File: src/rtl/pipeline_hazard_unit.sv
// pipeline_hazard_unit
//   Hazard detection and forwarding control for a pipelined MIPS core, with a
//   configurable number of tracked stages after ID.
//   The unit keeps a shadow record {vld, wr, ld, wreg} for every in-flight
//   instruction in stages 1..STAGES (1 = EX, STAGES = WB). Each cycle it
//   compares the ID-stage sources against those records and decides on
//   forwarding, stalling, bubbling and flushing in the same cycle.
//
// Configuration macro: HAZARD_FORWARDING_EN
//   defined   : the youngest matching stage is forwarded; only a load that is
//               still younger than LOAD_STAGE stalls.
//   undefined : no forwarding (selects tied to 0). Any match stalls, because
//               the register file writes on the WB edge, so a same-cycle read
//               returns stale data.
//
// Ports
//   clk, reset          rising-edge clock, asynchronous active-high reset
//   id_valid            ID holds a real instruction
//   id_rs/id_rt         ID source registers, qualified by id_uses_rs/id_uses_rt
//   id_regwrite/id_wreg ID destination (after RegDst/JAL mux)
//   id_memread          ID instruction is a load
//   branch_taken        control transfer resolved taken in EX this cycle
//   ext_stall           memory busy; entire pipeline freezes
//   stall_if_id         hold PC and IF/ID
//   bubble_id_ex        load a NOP into ID/EX
//   flush_if_id         clear IF/ID
//   fwd_rs_sel/rt_sel   0 = register file, k = forward from stage k
//   stall_count         saturating count of cycles with stall_if_id=1

// Per-stage comparator: does this stage's record feed an ID source?
module pipeline_hazard_unit_match #(
  parameter int ADDR_W = 5
) (
  input  logic              vld,
  input  logic              wr,
  input  logic [ADDR_W-1:0] wreg,
  input  logic              id_valid,
  input  logic              uses_rs,
  input  logic [ADDR_W-1:0] rs,
  input  logic              uses_rt,
  input  logic [ADDR_W-1:0] rt,
  output logic              hit_rs,
  output logic              hit_rt
);
  logic live;

  // $0 is hard-wired to zero, so it can never be a real dependency.
  assign live   = id_valid & vld & wr;
  assign hit_rs = live & uses_rs & (rs != '0) & (wreg == rs);
  assign hit_rt = live & uses_rt & (rt != '0) & (wreg == rt);
endmodule

module pipeline_hazard_unit #(
  parameter  int ADDR_W     = 5,
  parameter  int STAGES     = 3,
  parameter  int LOAD_STAGE = 2,
  parameter  int CNT_W      = 16,
  localparam int SEL_W      = $clog2(STAGES + 1)
) (
  input  logic              clk,
  input  logic              reset,
  input  logic              id_valid,
  input  logic [ADDR_W-1:0] id_rs,
  input  logic [ADDR_W-1:0] id_rt,
  input  logic              id_uses_rs,
  input  logic              id_uses_rt,
  input  logic              id_regwrite,
  input  logic [ADDR_W-1:0] id_wreg,
  input  logic              id_memread,
  input  logic              branch_taken,
  input  logic              ext_stall,
  output logic              stall_if_id,
  output logic              bubble_id_ex,
  output logic              flush_if_id,
  output logic [SEL_W-1:0]  fwd_rs_sel,
  output logic [SEL_W-1:0]  fwd_rt_sel,
  output logic [CNT_W-1:0]  stall_count
);
  localparam logic [SEL_W-1:0] LOAD_K = SEL_W'(LOAD_STAGE);

  // In-flight records, index k = stage k after ID.
  logic [STAGES:1]             rec_vld, rec_wr, rec_ld;
  logic [STAGES:1][ADDR_W-1:0] rec_wreg;
  logic [STAGES:1]             hit_rs, hit_rt;

  logic [SEL_W-1:0] rs_k, rt_k;
  logic             rs_ld, rt_ld;
  logic             any_rs, any_rt;
  logic             lu_rs, lu_rt;
  logic             hazard;
  logic [SEL_W-1:0] rs_fwd, rt_fwd;

  // ---------------------------------------------------------------------
  // Match array
  // ---------------------------------------------------------------------
  for (genvar g = 1; g <= STAGES; g++) begin : g_stage
    pipeline_hazard_unit_match #(.ADDR_W(ADDR_W)) u_match (
      .vld      (rec_vld[g]),
      .wr       (rec_wr[g]),
      .wreg     (rec_wreg[g]),
      .id_valid (id_valid),
      .uses_rs  (id_uses_rs),
      .rs       (id_rs),
      .uses_rt  (id_uses_rt),
      .rt       (id_rt),
      .hit_rs   (hit_rs[g]),
      .hit_rt   (hit_rt[g])
    );
  end

  // Youngest match wins: scan old-to-young so the smallest k is written last.
  // The ld bit is taken from that same youngest stage, so an older match can
  // never mask a younger load.
  always_comb begin
    rs_k  = '0;
    rt_k  = '0;
    rs_ld = 1'b0;
    rt_ld = 1'b0;
    for (int k = STAGES; k >= 1; k--) begin
      if (hit_rs[k]) begin
        rs_k  = SEL_W'(k);
        rs_ld = rec_ld[k];
      end
      if (hit_rt[k]) begin
        rt_k  = SEL_W'(k);
        rt_ld = rec_ld[k];
      end
    end
  end

  assign any_rs = |hit_rs;
  assign any_rt = |hit_rt;

  // Load data is not available before LOAD_STAGE.
  assign lu_rs = any_rs & rs_ld & (rs_k < LOAD_K);
  assign lu_rt = any_rt & rt_ld & (rt_k < LOAD_K);

`ifdef HAZARD_FORWARDING_EN
  assign hazard = lu_rs | lu_rt;
  // A stalled instruction will re-evaluate next cycle; do not forward now.
  assign rs_fwd = hazard ? '0 : rs_k;
  assign rt_fwd = hazard ? '0 : rt_k;
`else
  // Every dependency stalls until the writer retires; load-use is a subset.
  assign hazard = any_rs | any_rt | lu_rs | lu_rt;
  assign rs_fwd = '0;
  assign rt_fwd = '0;
`endif

  // ---------------------------------------------------------------------
  // Control decision (priority: reset, ext_stall, branch, hazard)
  // ---------------------------------------------------------------------
  always_comb begin
    stall_if_id  = 1'b0;
    bubble_id_ex = 1'b0;
    flush_if_id  = 1'b0;
    if (reset) begin
      stall_if_id = 1'b0;
    end else if (ext_stall) begin
      stall_if_id = 1'b1;
    end else if (branch_taken) begin
      // The ID instruction is on the wrong path: kill it instead of stalling.
      flush_if_id  = 1'b1;
      bubble_id_ex = 1'b1;
    end else if (hazard) begin
      stall_if_id  = 1'b1;
      bubble_id_ex = 1'b1;
    end
  end

  assign fwd_rs_sel = reset ? '0 : rs_fwd;
  assign fwd_rt_sel = reset ? '0 : rt_fwd;

  // ---------------------------------------------------------------------
  // Record shift chain; frozen while memory is busy
  // ---------------------------------------------------------------------
  always_ff @(posedge clk or posedge reset) begin
    if (reset) begin
      rec_vld  <= '0;
      rec_wr   <= '0;
      rec_ld   <= '0;
      rec_wreg <= '0;
    end else if (!ext_stall) begin
      for (int k = STAGES; k >= 2; k--) begin
        rec_vld[k]  <= rec_vld[k-1];
        rec_wr[k]   <= rec_wr[k-1];
        rec_ld[k]   <= rec_ld[k-1];
        rec_wreg[k] <= rec_wreg[k-1];
      end
      if (id_valid && !bubble_id_ex) begin
        rec_vld[1]  <= 1'b1;
        rec_wr[1]   <= id_regwrite;
        rec_ld[1]   <= id_memread;
        rec_wreg[1] <= id_wreg;
      end else begin
        rec_vld[1]  <= 1'b0;
        rec_wr[1]   <= 1'b0;
        rec_ld[1]   <= 1'b0;
        rec_wreg[1] <= '0;
      end
    end
  end

  // ---------------------------------------------------------------------
  // Saturating stall counter (external stalls included)
  // ---------------------------------------------------------------------
  always_ff @(posedge clk or posedge reset) begin
    if (reset) begin
      stall_count <= '0;
    end else if (stall_if_id && (stall_count != '1)) begin
      stall_count <= stall_count + 1'b1;
    end
  end
endmodule
File: config.mk
export PLATFORM = sky130hd
export DESIGN_NAME = pipeline_hazard_unit
export DESIGN_NICKNAME = d
export VERILOG_FILES = /design/src/rtl/pipeline_hazard_unit.sv
export SDC_FILE = /design/constraint.sdc
export NUM_CORES = 1
export LEC_CHECK = 0
export ABC_AREA = 1
export ABC_CLOCK_PERIOD_IN_PS = 3200
export BUFFER_PORTS_ARGS = -buffer_cell sky130_fd_sc_hd__buf_2
export CAP_MARGIN = 20
export CORE_ASPECT_RATIO = 1.25
export CORE_UTILIZATION = 59
export DETAILED_ROUTE_END_ITERATION = 8
export PLACE_DENSITY = 0.9
export REMOVE_ABC_BUFFERS = 1
export SLEW_MARGIN = 20
export SYNTH_ARGS = -nofsm -noshare
export SYNTH_HDL_FRONTEND = slang
export SYNTH_SLANG_ARGS = --single-unit
File: constraint.sdc
create_clock -name clk -period 3.2 [get_ports clk]
set_input_delay 0.32 -clock clk [delete_from_list [all_inputs] [get_ports clk]]
set_output_delay 0.32 -clock clk [all_outputs]
set_load 0.005 [all_outputs]
==> out/qor.txt <==
Top cell type by total area after synthesis: dfrtp_1
Setup TNS: 0 ns
Fillers: 330
Worst Path Required: 2.88 ns
Dpl hpwl: 4360 um
Average cell area after synthesis: 6.87 um^2
Clock power frac: 28.5%
I/O pin cnt: 47
Post-CTS sizing: 0
Synth Area in Compound Gates: 4.25%
Reg-to-reg endpoint: stall_count[8]$_DFFE_PP0P_
Adder-cell share of the synthesized area: 0.506%
Core footprint: 3910 um^2
DRC viols: 0
Vias/cell: 5.38
VDD IR-drop max: 0.458 mV
Yosys Warn Count: 0
Period utilisation layout: 68.7%
Max-slew headroom: 57.0%
CTS sink count: 37
1st-iter DRT viols: 149
Status: completed
Number of detailed-route iterations in the first pass: 4
Initial Util: 63.2%
Max-cap violations: 0
Die Wd: 59.9 um
Final RePlAce weighted congestion: 0.937
Initial antenna violation count: 0
Pint: 0.760 mW
Main combinational cell family by area after synthesis: simple AND/OR/NAND/NOR gates
Post-synthesis async set-or-reset flop share: 100%
TritonCTS Buffers: 5
# nets final: 426
Post-synthesis cell type count: 28
IO Port Bufs: 41
Most Crowded Layer GR: met2
Setup Skew: 0.00416 ns
Register bit total from synthesis: 37
Fmax: 455 MHz
Fraction of layout cells with a size suffix above 1: 17.4%
Arrival time worst endpoint: 1.88 ns
Drt total wl: 5910 um
TritonCTS clock tree: built
Layout Area Growth over Synthesis: 12.8%
First-pass GRT wire length: 9420 um
Flop-to-flop setup slack: 1.02 ns
# setup viols final: 0
Setup crit end: bubble_id_ex
Critical Path Source Type: flop
Post-synthesis mux area share: 0%
M1 GR Usage: 31.3%
Sw power: 0.388 mW
Top-count cell post-synth: nand2_1
Launch point of the worst reg-to-reg path: stall_count[0]$_DFFE_PP0P_
Remaining Overflow, GRT: 0
Clock Root Buffer: clkbuf_8
Worst setup path start: rec_vld[3]$_DFFE_PP0N_
Wirelength per Cell: 13.0 um
Mapped cell area: 2470 um^2
Net Sw Frac: 33.8%
Pin count of the biggest net entering global routing: 36
Worst slew pin tran: 0.645 ns
Tot GR Track Use: 28.8%
Post-synthesis cell count: 360
Hold Buf Count CTS: 0
Fin. Hold Viols: 0
RSZ-0062 raised after global routing: no
Routed Antenna Nets: 0
Simple-gate share of the synthesized area: 40.6%
Cell count of the worst reg-to-reg path: 7
Critical Path Fanout Max: 8
Final std cells w/o fill: 456
LEAKAGE: 1.46 nW
GR Util met3: 6.96%
Pwr dens: 411 nW/um^2
Xor/xnor cell area share of the yosys netlist: 7.44%
DIE AREA: 4460 um^2
CP endpoint kind: output port
Top-area cell type share of the netlist area: 37.4%
Worst-path clk slew: 0.08 ns
N_diodes: 0
Hold WC Path Type: in -> async
Vias in the first global route: 2234
Clock Latency Late Sink: 0.30 ns
Final Max Slew Viols: 0
Placed cell count: 448
Die height: 74.4 um
Sequential fraction of the synthesis area: 37.4%
Ys flop type: dfrtp_1
Via count: 2454
Met2 GRT Util: 49.3%
Setup Fix Bufs, Post-CTS: 0
# rows: 25
Bufs on Longest Clock Path: 2
Worst Setup Path Type: reg -> out
Most instantiated cells after synthesis: 127 x nand2_1, 37 x dfrtp_1, 32 x inv_1
H-Tree Depth: 2
Top cells by area, synth: dfrtp_1 37%, nand2_1 19%, nand4_1 6.1%
Combinational fraction of design power: 20.9%
Post-layout min period: 2.20 ns
Seq pwr share: 50.5%
EDFF count, synth: 0
==> power by group through the flow <==
| stage | clock network (mW) | logic (mW) | registers (mW) |
|---|---|---|---|
| CTS | 0.337 | 0.241 | 0.578 |
| detailed placement | 0 | 0.240 | 0.586 |
| floorplan | 0 | 0.152 | 0.574 |
| finish | 0.327 | 0.240 | 0.580 |
| global route | 0.349 | 0.275 | 0.586 |
| global placement | 0 | 0.230 | 0.584 |
==> worst min-delay path by stage <==
stage | endpoint | slack [ns] | cells past startpoint
after detailed placement | stall_count[13]$_DFFE_PP0P_ | 0.44 | 2
after CTS | stall_count[13]$_DFFE_PP0P_ | 0.12 | 2
after global routing | stall_count[14]$_DFFE_PP0P_ | 0.16 | 2
after global placement | stall_count[13]$_DFFE_PP0P_ | 0.44 | 2
after floorplan | rec_vld[1]$_DFFE_PP0N_ | 0.38 | 1
final | stall_count[14]$_DFFE_PP0P_ | 0.12 | 2
==> kinds of logic after synthesis <==
| group | Yosys count |
|---|---|
| adder cells (fa/ha/maj) | 1 |
| other | 1 |
| XOR/XNOR | 21 |
| AO/OA/AOI/OAI | 21 |
| buffers and inverters | 57 |
| AND/OR/NAND/NOR | 222 |
| flip-flops | 37 |
==> metal layers <==
layer	vias up	part of all wire (%)
met2	79	53
li1	1222	-
met3	23	3.9
met4	0	3.7
met1	1130	40
met5	-	0
==> placed cells by master, fill, tap and decap left out, drive strengths merged <==
cell type / instances
nor3: 12
nand3b: 1
dfrtp: 37
buf: 43
xnor2: 5
clkinvlp: 1
clkinv: 6
ha: 1
nand2: 130
a21oi: 2
nor2: 28
nor3b: 1
clkbuf: 5
nand4: 25
o21ai: 19
conb: 4
inv: 41
nand3: 25
xor2: 16
==> critical path: stages, from the launching register on <==
cell and delay (ns):
dfrtp_1 0.37, nand2_1 0.07, nor2_1 0.18, inv_1 0.07, nor2_1 0.10, nand3_1 0.08, nand3_1 0.08, nand2_1 0.07
nand2_2 0.09, nand3_1 0.23, nand2_1 0.13, buf_2 0.11
==> state kept, by name, summed over array words and instances (netlist names) <==
signal / flops
stall_count: 16
rec_vld: 3
rec_wr: 3
rec_wreg: 15
==> per-stage QoR <==
stage	hold slack, ns	utilization [%]	area [um^2]	setup WS, ns	total power [mW]
3_5_place_dp	0.441	69.1	2700	1.05	0.825
6_report	0.118	71.3	2790	1.00	1.15
4_1_cts	0.120	71.3	2790	1.02	1.16
2_1_floorplan	0.380	-	2410	1.45	0.726
3_3_place_gp	0.440	69.1	2700	1.09	0.815
5_1_grt	0.163	71.3	2790	0.789	1.21
==> layout make-up <==
| class | count | area, um^2 | share of cell area [%] |
|---|---|---|---|
| multi-input cells | 269 | 1320 | 47.3 |
| flip-flops and latches | 37 | 926 | 33.2 |
| repair buffers | 43 | 220 | 7.90 |
| inverters | 45 | 169 | 6.06 |
| clock buffers | 5 | 68.8 | 2.47 |
| well taps | 54 | 67.6 | 2.42 |
| clock inverters | 3 | 17.5 | 0.628 |
Power figures use the tool's default switching activity.
